**src/rtl/systolic_pkg.sv**
```systemverilog
// Shared types and helpers for the systolic array feeder.
package systolic_pkg;

  localparam int DATA_W = 16;

  typedef enum logic [2:0] {
    IDLE,
    LOAD_W,
    SWITCH,
    STREAM,
    DRAIN
  } feeder_state_t;

  // Low bit index of lane 'lane' inside a packed bus of 'width'-bit lanes.
  function automatic int lane_lo(input int lane, input int width);
    return lane * width;
  endfunction

endpackage

```
**src/rtl/systolic_feeder_skew.sv**
```systemverilog
// skew_delay_line: DEPTH-stage zero-reset shift register that advances every cycle.
module skew_delay_line #(
  parameter int DEPTH  = 1,
  parameter int DATA_W = 16
) (
  input  logic              clk,
  input  logic              rst_n,
  input  logic [DATA_W-1:0] din,
  output logic [DATA_W-1:0] dout
);

  logic [DATA_W-1:0] stage [DEPTH];

  always_ff @(posedge clk) begin
    if (!rst_n) begin
      for (int i = 0; i < DEPTH; i++) stage[i] <= '0;
    end else begin
      stage[0] <= din;
      for (int i = 1; i < DEPTH; i++) stage[i] <= stage[i-1];
    end
  end

  assign dout = stage[DEPTH-1];

endmodule

```
**src/rtl/systolic_feeder.sv**
```systemverilog
// systolic_feeder: loads a weight tile, pulses the bank switch, then streams skewed input vectors and drains.
// Optional macro SYSTOLIC_FEEDER_STATS_EN adds stall_cnt (STREAM cycles with in_valid low, saturating).
module systolic_feeder #(
  parameter int ARRAY_WIDTH = 2,
  parameter int DATA_W      = 16,
  parameter int ROWS_W      = 16
) (
  input  logic                          clk,
  input  logic                          rst_n,
  input  logic                          cmd_valid,
  output logic                          cmd_ready,
  input  logic [ROWS_W-1:0]             cmd_rows,
  input  logic [15:0]                   cmd_cols,
  input  logic                          w_valid,
  output logic                          w_ready,
  input  logic [ARRAY_WIDTH*DATA_W-1:0] w_data,
  input  logic                          in_valid,
  output logic                          in_ready,
  input  logic [ARRAY_WIDTH*DATA_W-1:0] in_data,
  output logic [ARRAY_WIDTH*DATA_W-1:0] sys_data_in,
  output logic                          sys_start,
  output logic [ARRAY_WIDTH*DATA_W-1:0] sys_weight_in,
  output logic [ARRAY_WIDTH-1:0]        sys_accept_w,
  output logic                          sys_switch_in,
  output logic [15:0]                   ub_rd_col_size_out,
  output logic                          ub_rd_col_size_valid,
  output logic                          busy,
  output logic                          done
`ifdef SYSTOLIC_FEEDER_STATS_EN
  ,
  output logic [31:0]                   stall_cnt
`endif
);
  import systolic_pkg::*;

  localparam int LW = ARRAY_WIDTH * DATA_W;
  localparam logic [ROWS_W-1:0] LAST_LANE = ROWS_W'(ARRAY_WIDTH - 1);
  localparam logic [ROWS_W-1:0] ONE       = ROWS_W'(1);

  feeder_state_t     state, state_nxt;
  logic [ROWS_W-1:0] n_rows, cnt;
  logic [15:0]       cols, cols_clamped;
  logic [ARRAY_WIDTH-1:0] mask;
  logic [LW-1:0]     lane_mask, stream_in, skew_out;
  logic              cmd_fire, w_fire, in_fire;

  assign cmd_ready = (state == IDLE);
  assign w_ready   = (state == LOAD_W);
  assign in_ready  = (state == STREAM);
  assign busy      = (state != IDLE);
  assign cmd_fire  = cmd_valid && cmd_ready;
  assign w_fire    = w_valid && w_ready;
  assign in_fire   = in_valid && in_ready;

  assign cols_clamped = (cmd_cols > 16'(ARRAY_WIDTH)) ? 16'(ARRAY_WIDTH) : cmd_cols;

  for (genvar j = 0; j < ARRAY_WIDTH; j++) begin : g_mask
    assign mask[j] = (cols > 16'(j));
    assign lane_mask[lane_lo(j, DATA_W) +: DATA_W] = {DATA_W{mask[j]}};
  end

  // Idle cycles feed zeros so bubbles travel through the skew in step with data.
  assign stream_in = in_fire ? in_data : '0;
  assign skew_out[0 +: DATA_W] = stream_in[0 +: DATA_W];

  for (genvar r = 1; r < ARRAY_WIDTH; r++) begin : g_skew
    skew_delay_line #(
      .DEPTH (r),
      .DATA_W(DATA_W)
    ) u_skew (
      .clk  (clk),
      .rst_n(rst_n),
      .din  (stream_in[lane_lo(r, DATA_W) +: DATA_W]),
      .dout (skew_out[lane_lo(r, DATA_W) +: DATA_W])
    );
  end

  always_comb begin
    state_nxt = state;
    unique case (state)
      IDLE:    if (cmd_valid) state_nxt = LOAD_W;
      LOAD_W:  if (w_fire && cnt == LAST_LANE) state_nxt = SWITCH;
      SWITCH:  state_nxt = (n_rows == '0) ? IDLE : STREAM;
      STREAM:  if (in_fire && cnt == n_rows - ONE) state_nxt = DRAIN;
      // Drain lasts until the deepest lane's last element has left its output register.
      DRAIN:   if (cnt == LAST_LANE) state_nxt = IDLE;
      default: state_nxt = IDLE;
    endcase
  end

  always_ff @(posedge clk) begin
    if (!rst_n) begin
      state                <= IDLE;
      cnt                  <= '0;
      n_rows               <= '0;
      cols                 <= '0;
      ub_rd_col_size_out   <= '0;
      ub_rd_col_size_valid <= 1'b0;
      sys_data_in          <= '0;
      sys_start            <= 1'b0;
      sys_weight_in        <= '0;
      sys_accept_w         <= '0;
      sys_switch_in        <= 1'b0;
      done                 <= 1'b0;
    end else begin
      state <= state_nxt;
      if (state_nxt != state) cnt <= '0;
      else if (w_fire || in_fire || state == DRAIN) cnt <= cnt + ONE;
      ub_rd_col_size_valid <= cmd_fire;
      if (cmd_fire) begin
        n_rows             <= cmd_rows;
        cols               <= cols_clamped;
        ub_rd_col_size_out <= cols_clamped;
      end
      sys_data_in   <= skew_out;
      sys_start     <= in_fire;
      sys_weight_in <= w_fire ? (w_data & lane_mask) : '0;
      sys_accept_w  <= w_fire ? mask : '0;
      sys_switch_in <= (state == SWITCH);
      done          <= (state == SWITCH && n_rows == '0) ||
                       (state == DRAIN && cnt == LAST_LANE);
    end
  end

`ifdef SYSTOLIC_FEEDER_STATS_EN
  always_ff @(posedge clk) begin
    if (!rst_n || cmd_fire) stall_cnt <= '0;
    else if (state == STREAM && !in_valid && stall_cnt != '1) stall_cnt <= stall_cnt + 32'd1;
  end
`endif

endmodule

```
**config.mk**
```make
export PLATFORM = sky130hd
export DESIGN_NAME = systolic_feeder
export DESIGN_NICKNAME = d
export VERILOG_FILES = /design/src/rtl/systolic_pkg.sv /design/src/rtl/systolic_feeder_skew.sv /design/src/rtl/systolic_feeder.sv
export SDC_FILE = /design/constraint.sdc
export NUM_CORES = 1
export LEC_CHECK = 0
export ABC_AREA = 1
export CORE_ASPECT_RATIO = 1.75
export CORE_MARGIN = 4
export CORE_UTILIZATION = 46
export CTS_CLUSTER_DIAMETER = 50
export DETAILED_ROUTE_END_ITERATION = 12
export GPL_TIMING_DRIVEN = 0
export HOLD_SLACK_MARGIN = 0.1
export PLACE_DENSITY_LB_ADDON = 0.2
export SYNTH_ARGS = -nofsm -noshare
export SYNTH_HDL_FRONTEND = slang
export SYNTH_HIERARCHICAL = 1
export SYNTH_SLANG_ARGS = --single-unit
```
**constraint.sdc**
```tcl
create_clock -name clk -period 2.4 [get_ports clk]
set_input_delay 0.36 -clock clk [delete_from_list [all_inputs] [get_ports clk]]
set_output_delay 0.36 -clock clk [all_outputs]
set_load 0.05 [all_outputs]
```
## After elaboration in Yosys (flattened, before gate mapping)

Memory sizes are Yosys's and may differ from the RTL's. A register that Yosys moved wholly into a read port is not among the register bits.
Cells that the tools add are included.

| word-level totals | value |
|---|---|
| memories | 1 |
| word-level logic and storage cells | 56 |
| flip-flop bits (word level) | 105 |
| output and inout bits | 90 |
| RAM bits | 16 |

Memories:

| name | depth | width | read ports | clocked after memory_dff | write ports | line | source |
|---|---|---|---|---|---|---|---|
| g_skew[1].u_skew.stage | 1 | 16 | 1 | 1 | 1 | systolic_feeder_skew.sv:12 | `logic [DATA_W-1:0] stage [DEPTH];` |

| operators by class | value |
|---|---|
| multiplexer cells | 12 |
| bitwise operators | 2 |
| $add $sub $neg | 2 |
| equal/unequal tests | 7 |
| order comparisons | 3 |
| reduce and logical (&&, ||, !) cells | 18 |

Operators by type and width:

| kind | count |
|---|---|
| $and 32x32->32 | 1 |
| $gt 16x1->1 const B | 2 |
| $mux 16 | 2 |
| $mux 32 | 1 |
| $add 16x1->16 const B | 1 |
| $eq 16x1->1 const B | 1 |
| $eq 16x16->1 | 1 |
| $gt 16x2->1 const B | 1 |
| $logic_not 16->1 | 1 |
| $reduce_or 16->1 | 1 |
| $sub 16x1->16 const B | 1 |
| $pmux 3 s5 | 1 |
| $mux 3 | 4 |
| $logic_and 1x1->1 | 7 |
| $eq 3x2->1 const B | 2 |
| $reduce_and 2->1 | 2 |
| $eq 3x1->1 const B | 1 |
| $eq 3x3->1 const B | 1 |
| $logic_not 3->1 | 1 |
| $logic_or 1x1->1 | 3 |
| $mux 1 | 3 |
| $ne 3x3->1 | 1 |
| $reduce_bool 3->1 | 1 |
| $mux 2 | 1 |
| 3 further kinds | 3 |

## Depth between registers and ports, before layout

Gate-level depths: netlist of run 1.

| depth | value |
|---|---|
| depth in word-level cells | 7 |
| depth in mapped cells | 20 |
| gate-level depth less buffers | 19 |

## Cells and area by module

The synthesis of run 1 kept the hierarchy.

By module, submodules not included:

| module | seq. area each (µm²) | times used | area an instance (µm²) | cells an instance |
|---|---|---|---|---|
| systolic_feeder | 2422.3 | 1 | 5116.2 | 714 |
| skew_delay_line | 320.3 | 1 | 484.2 | 50 |

## Least setup slack after synthesis of run 1

Ideal clock, no wire load.

| timing | value |
|---|---|
| path kind | reg2reg |
| start point | reg state[0] |
| end point | reg cnt[13] |
| clock period less this slack | 2.491 ns |
| required time | 2.284 ns |
| slack | -0.091 ns |
| arrival | 2.375 ns |
| setup time | 0.116 ns |
| stages on the path, launching flop included | 13 |
| cells stage by stage | dfxtp_1 inv_1 nor3_2 nand2_1 nand3_2 nand2_2 nor3_4 nand3_2 nor2_2 nand3_2 nor2_1 xor2_1 nor2_2 |

| on the way | value |
|---|---|
| word-level cells in the longest chain between the ends | 7 |

RTL lines:

| element | line | source |
|---|---|---|
| from (decl) | systolic_feeder.sv:40 | `feeder_state_t state, state_nxt;` |
| from (signal assigned) | systolic_feeder.sv:106 | `state <= state_nxt;` |
| $eq 3x1->1 (*) | systolic_feeder.sv:48 | `assign w_ready = (state == LOAD_W);` |
| net w_ready | systolic_feeder.sv:15 | `output logic w_ready,` |
| $logic_and 1x1->1 | systolic_feeder.sv:52 | `assign w_fire = w_valid && w_ready;` |
| $logic_and 1x1->1 | systolic_feeder.sv:82 | `LOAD_W: if (w_fire && cnt == LAST_LANE) state_nxt = SWITCH;` |
| $mux 3 | systolic_feeder.sv:82 |  |
| $pmux 3 s5 | systolic_feeder.sv:80 | `unique case (state)` |
| $ne 3x3->1 | systolic_feeder.sv:107 | `if (state_nxt != state) cnt <= '0;` |
| $reduce_or 2->1 (no line) | - |  |
| to (signal assigned) | systolic_feeder.sv:108 | `else if (w_fire \|\| in_fire \|\| state == DRAIN) cnt <= cnt + ONE;` |
| to (decl) | systolic_feeder.sv:41 | `logic [ROWS_W-1:0] n_rows, cnt;` |

The timed path passes the listed nets; every way through them passes the cells marked *.
A chain may end at the register's enable or synchronous reset.

## Worst setup path in the final report of run 1

| timing | value |
|---|---|
| start point | reg n_rows[0] |
| end point | reg cnt[5] |

| on the way | value |
|---|---|
| word-level cells in the longest chain between the ends | 7 |

RTL lines:

| element | line | source |
|---|---|---|
| from (decl) | systolic_feeder.sv:41 |  |
| from (signal assigned) | systolic_feeder.sv:111 | `n_rows <= cmd_rows;` |
| $sub 16x1->16 | systolic_feeder.sv:84 | `STREAM: if (in_fire && cnt == n_rows - ONE) state_nxt = DRAIN;` |
| $eq 16x16->1 | systolic_feeder.sv:84 |  |
| $logic_and 1x1->1 | systolic_feeder.sv:84 |  |
| $mux 3 | systolic_feeder.sv:84 |  |
| $pmux 3 s5 (*) | systolic_feeder.sv:80 |  |
| $ne 3x3->1 (*) | systolic_feeder.sv:107 |  |
| $reduce_or 2->1 (no line) (*) | - |  |

Every way passes the cells marked *; elsewhere a longest branch is shown, timed or not.

==> results of run 1 <==
## power by group through the flow
stage / registers [mW] / clock network (mW) / logic (mW)
after global routing: 2.37 / 2.85 / 0.945
after global placement: 2.40 / 0 / 0.769
after floorplan: 2.44 / 0 / 0.422
after detailed placement: 2.40 / 0 / 0.777
after CTS: 2.35 / 2.77 / 0.797
final: 2.36 / 2.71 / 0.856
## area by class of cell
| cell class | instances | share of cell area |
|---|---|---|
| sequential | 137 | 0.321 |
| multi-input combinational | 450 | 0.266 |
| timing repair buffer | 200 | 0.234 |
| inverter | 158 | 0.0696 |
| clock buffer | 17 | 0.0497 |
| tap | 165 | 0.0241 |
| clock inverter | 15 | 0.0229 |
| buffer | 19 | 0.0124 |
## cells by family after synthesis
logic type               share of synthesized area
adder cells (fa/ha/maj)                    0.00670
XOR/XNOR                                    0.0369
AO/OA/AOI/OAI                               0.0438
flip-flops                                   0.490
AND/OR/NAND/NOR                              0.299
buffers and inverters                        0.124
## state kept, by name, summed over array words and instances, names as in the netlist
register	count
cnt	16
cols	16
done	1
g_skew.u_skew/stage	16
n_rows	16
state	3
sys_accept_w	2
sys_data_in	32
sys_start	1
sys_switch_in	1
sys_weight_in	32
ub_rd_col_size_valid	1
## Yosys cell counts, drive strengths merged, types with 3 or more instances
cell | n | share of area
o21ai | 22 | 0.020
nand3 | 43 | 0.045
a21oi | 22 | 0.020
buf | 5 | 0.0089
xnor2 | 5 | 0.0078
nor4 | 5 | 0.0056
nand2 | 162 | 0.11
nor2 | 146 | 0.11
ha | 3 | 0.0067
nand4 | 7 | 0.0078
nor3 | 9 | 0.013
inv | 156 | 0.10
clkbuf | 14 | 0.0094
dfxtp | 137 | 0.49
xor2 | 16 | 0.025
## metal layers
| layer | part of all wire | GRT usage | routed length (um) | vias to the layer above |
|---|---|---|---|---|
| met5 | 0 | 0 | 0 | - |
| met4 | 0.046 | 0.119 | 740 | 0 |
| met3 | 0.078 | 0.0915 | 1250 | 49 |
| met1 | 0.33 | 0.199 | 5210 | 2379 |
| met2 | 0.55 | 0.424 | 8810 | 170 |
| li1 | - | - | - | 2728 |
## worst min-delay path, cell delays in order (launching register included)
cell     delay, ns
dfxtp_1       0.30
nand2_1       0.05
inv_1         0.04
## how the worst max path moves through the flow
| stage | from | end | slack (ns) | depth (start not counted) |
|---|---|---|---|---|
| floorplan | state[0] | cnt[13] | 0.16 | 12 |
| global route | n_rows[0] | cnt[5] | -0.16 | 19 |
| detailed placement | in_valid | cnt[14] | -0.18 | 13 |
| global placement | in_valid | cnt[14] | -0.15 | 13 |
| CTS | n_rows[0] | cnt[14] | -0.01 | 19 |
| finish | n_rows[0] | cnt[5] | 0.01 | 20 |
## what timing repair did
action	in CTS	in global routing
gates resized for setup	6	35
setup endpoints to repair	14	18
cloned	0	1
setup buffers	0	9
pin swaps	1	16
==> flow_summary.json, run 1 <==
{
  "nets": 1087,
  "seq_area_frac_synth": 0.490,
  "ir_drop_uv": 485,
  "synthCells": 764,
  "worstHoldPathCells": 2,
  "grt_overflow": 0,
  "grt_pass1_vias": 5315,
  "syn_area_per_cell_um2": 7.33,
  "initial_utilization": 0.467,
  "relSlewSlack": 0.611,
  "dpl.cell_count": 1119,
  "ant_nets": 0,
  "grt_max_degree": 17,
  "area_delta_synth_final_pct": 52.9,
  "p_switching_mw": 1.64,
  "core_area_mm2": 0.0120,
  "crit_arrival_ns": 2.70,
  "final_cell_area_mm2": 0.00856,
  "cp_max_fo": 5,
  "nFillCells": 948,
  "cts.sinks": 137,
  "synth-main-ff-cell": "dfxtp_1",
  "drive_above_1_share": 0.109,
  "insertion_delay_ns": 0.42,
  "viasPerCell": 4.59,
  "switching_share": 0.276,
  "crit_slowest_cell": "dfxtp_2",
  "r2r_slack_ns": 0.01,
  "maxSlewViolCount": 0,
  "synth_seq_cells": 137,
  "postCtsHoldBufs": 0,
  "hold_path_startpoint": "g_skew[1].u_skew/stage[0][14]",
  "mostFrequentLayoutCells": "clkdlybuf4s50_1 (187), inv_1 (151), nand2_1 (148)",
  "hold_violations": 0,
  "clk_pin_slew_ns": 0.06,
  "r2r-start": "n_rows[0]",
  "ios": 191,
  "internal_power_mw": 4.29,
  "die_y_um": 154,
  "hpwlAfterDp_um": 12300,
  "cap_violations": 0,
  "finalWeightedCongestion": 0.919,
  "first_pass_iters": 4,
  "regArea_mm2": 0.00275,
  "synth_nets": 868,
  "yosysUniqueCellTypes": 36,
  "grt_pass1_wl_um": 24700,
  "utilization": 0.713,
  "holdWs_ns": 0.413,
  "synth_edf_count": 0,
  "routed_wl_um": 16000,
  "die-area_mm2": 0.0141,
  "start_kind": "flip-flop",
  "reg2reg_depth": 20,
  "min_to": "sys_data_in[30]",
  "worstPathBufferInverterCount": 3,
  "rsz0062_at_grt": "true",
  "drc": 0,
  "syn_area_mm2": 0.00560,
  "p_seq_frac": 0.398,
  "yosysWarnings": 6,
  "max_freq_mhz": 419,
  "drt-initial-drc-count": 211,
  "grt_usage": 0.226,
  "antenna_found_initial": 0,
  "cts_buffers": 17,
  "cts_tree": "built",
  "clkPwrFrac": 0.457,
  "finClkSkew_ns": 0.00961,
  "powerDensity_mw_per_mm2": 692,
  "post-route-period-util": 0.994,
  "path_cells": "inv_4 > ha_4 > inv_2 > nand2_2 > nand2_2 > nor2_2 > nand3_1 > nor2_1 > nand2_1 > nor2_1 > nand2_1 > nor2_1 > nand2_1 > nand2_2 > nand3_1 > nand2_1 > nor2_2 > nand2_4 > clkbuf_16 > nor2_2",
  "multiInputGateArea_mm2": 0.00228,
  "cts_root_buf": "clkbuf_16",
  "finalNonFillerCells": 1161,
  "clk_path_buf_depth": 2,
  "hold_path.class": "reg -> reg",
  "crit_family": "simple AND/OR/NAND/NOR gates",
  "power_mw": 5.93,
  "leakagePower_nw": 3.96,
  "reg2reg_to": "cnt[5]",
  "portBuffers": 190,
  "period_minus_slack_ns": 2.39,
  "final_common_cell": "clkdlybuf4s50_1",
  "dp_slack_ns": -0.181,
  "status": "finished, final reports clean",
  "critPathKind": "reg -> reg",
  "detail_route.wl_per_cell_um": 13.8,
  "share_comb_of_total_power": 0.145,
  "place_area_mm2": 0.00771,
  "num_vias": 5326,
  "async_flop_share": 0,
  "row_count": 53,
  "htree_levels": 4,
  "cp-end-kind": "flip-flop",
  "cp_common_cell": "nand2_1",
  "fin_setup_tns_ns": 0,
  "worst_pin_slew_ns": 0.568,
  "cp.required_ns": 2.71,
  "setup_violations": 0,
  "diodes": 0,
  "critical-path-max-stage-delay_ns": 0.35,
  "fin_ws_ns": 0.0135,
  "die-width_um": 91.4
}
Note: power is estimated with default switching activity, not from simulation.
==> run 2: changes to the inputs <==
--- a/config.mk
+++ b/config.mk
@@ -14,6 +14,7 @@
 export GPL_TIMING_DRIVEN = 0
 export HOLD_SLACK_MARGIN = 0.1
 export PLACE_DENSITY_LB_ADDON = 0.2
+export SLEW_MARGIN = 30
 export SYNTH_ARGS = -nofsm -noshare
 export SYNTH_HDL_FRONTEND = slang
 export SYNTH_HIERARCHICAL = 1
==> results of run 2 <==
No change in the layout: final DEF, timing and power equal those of run 1.
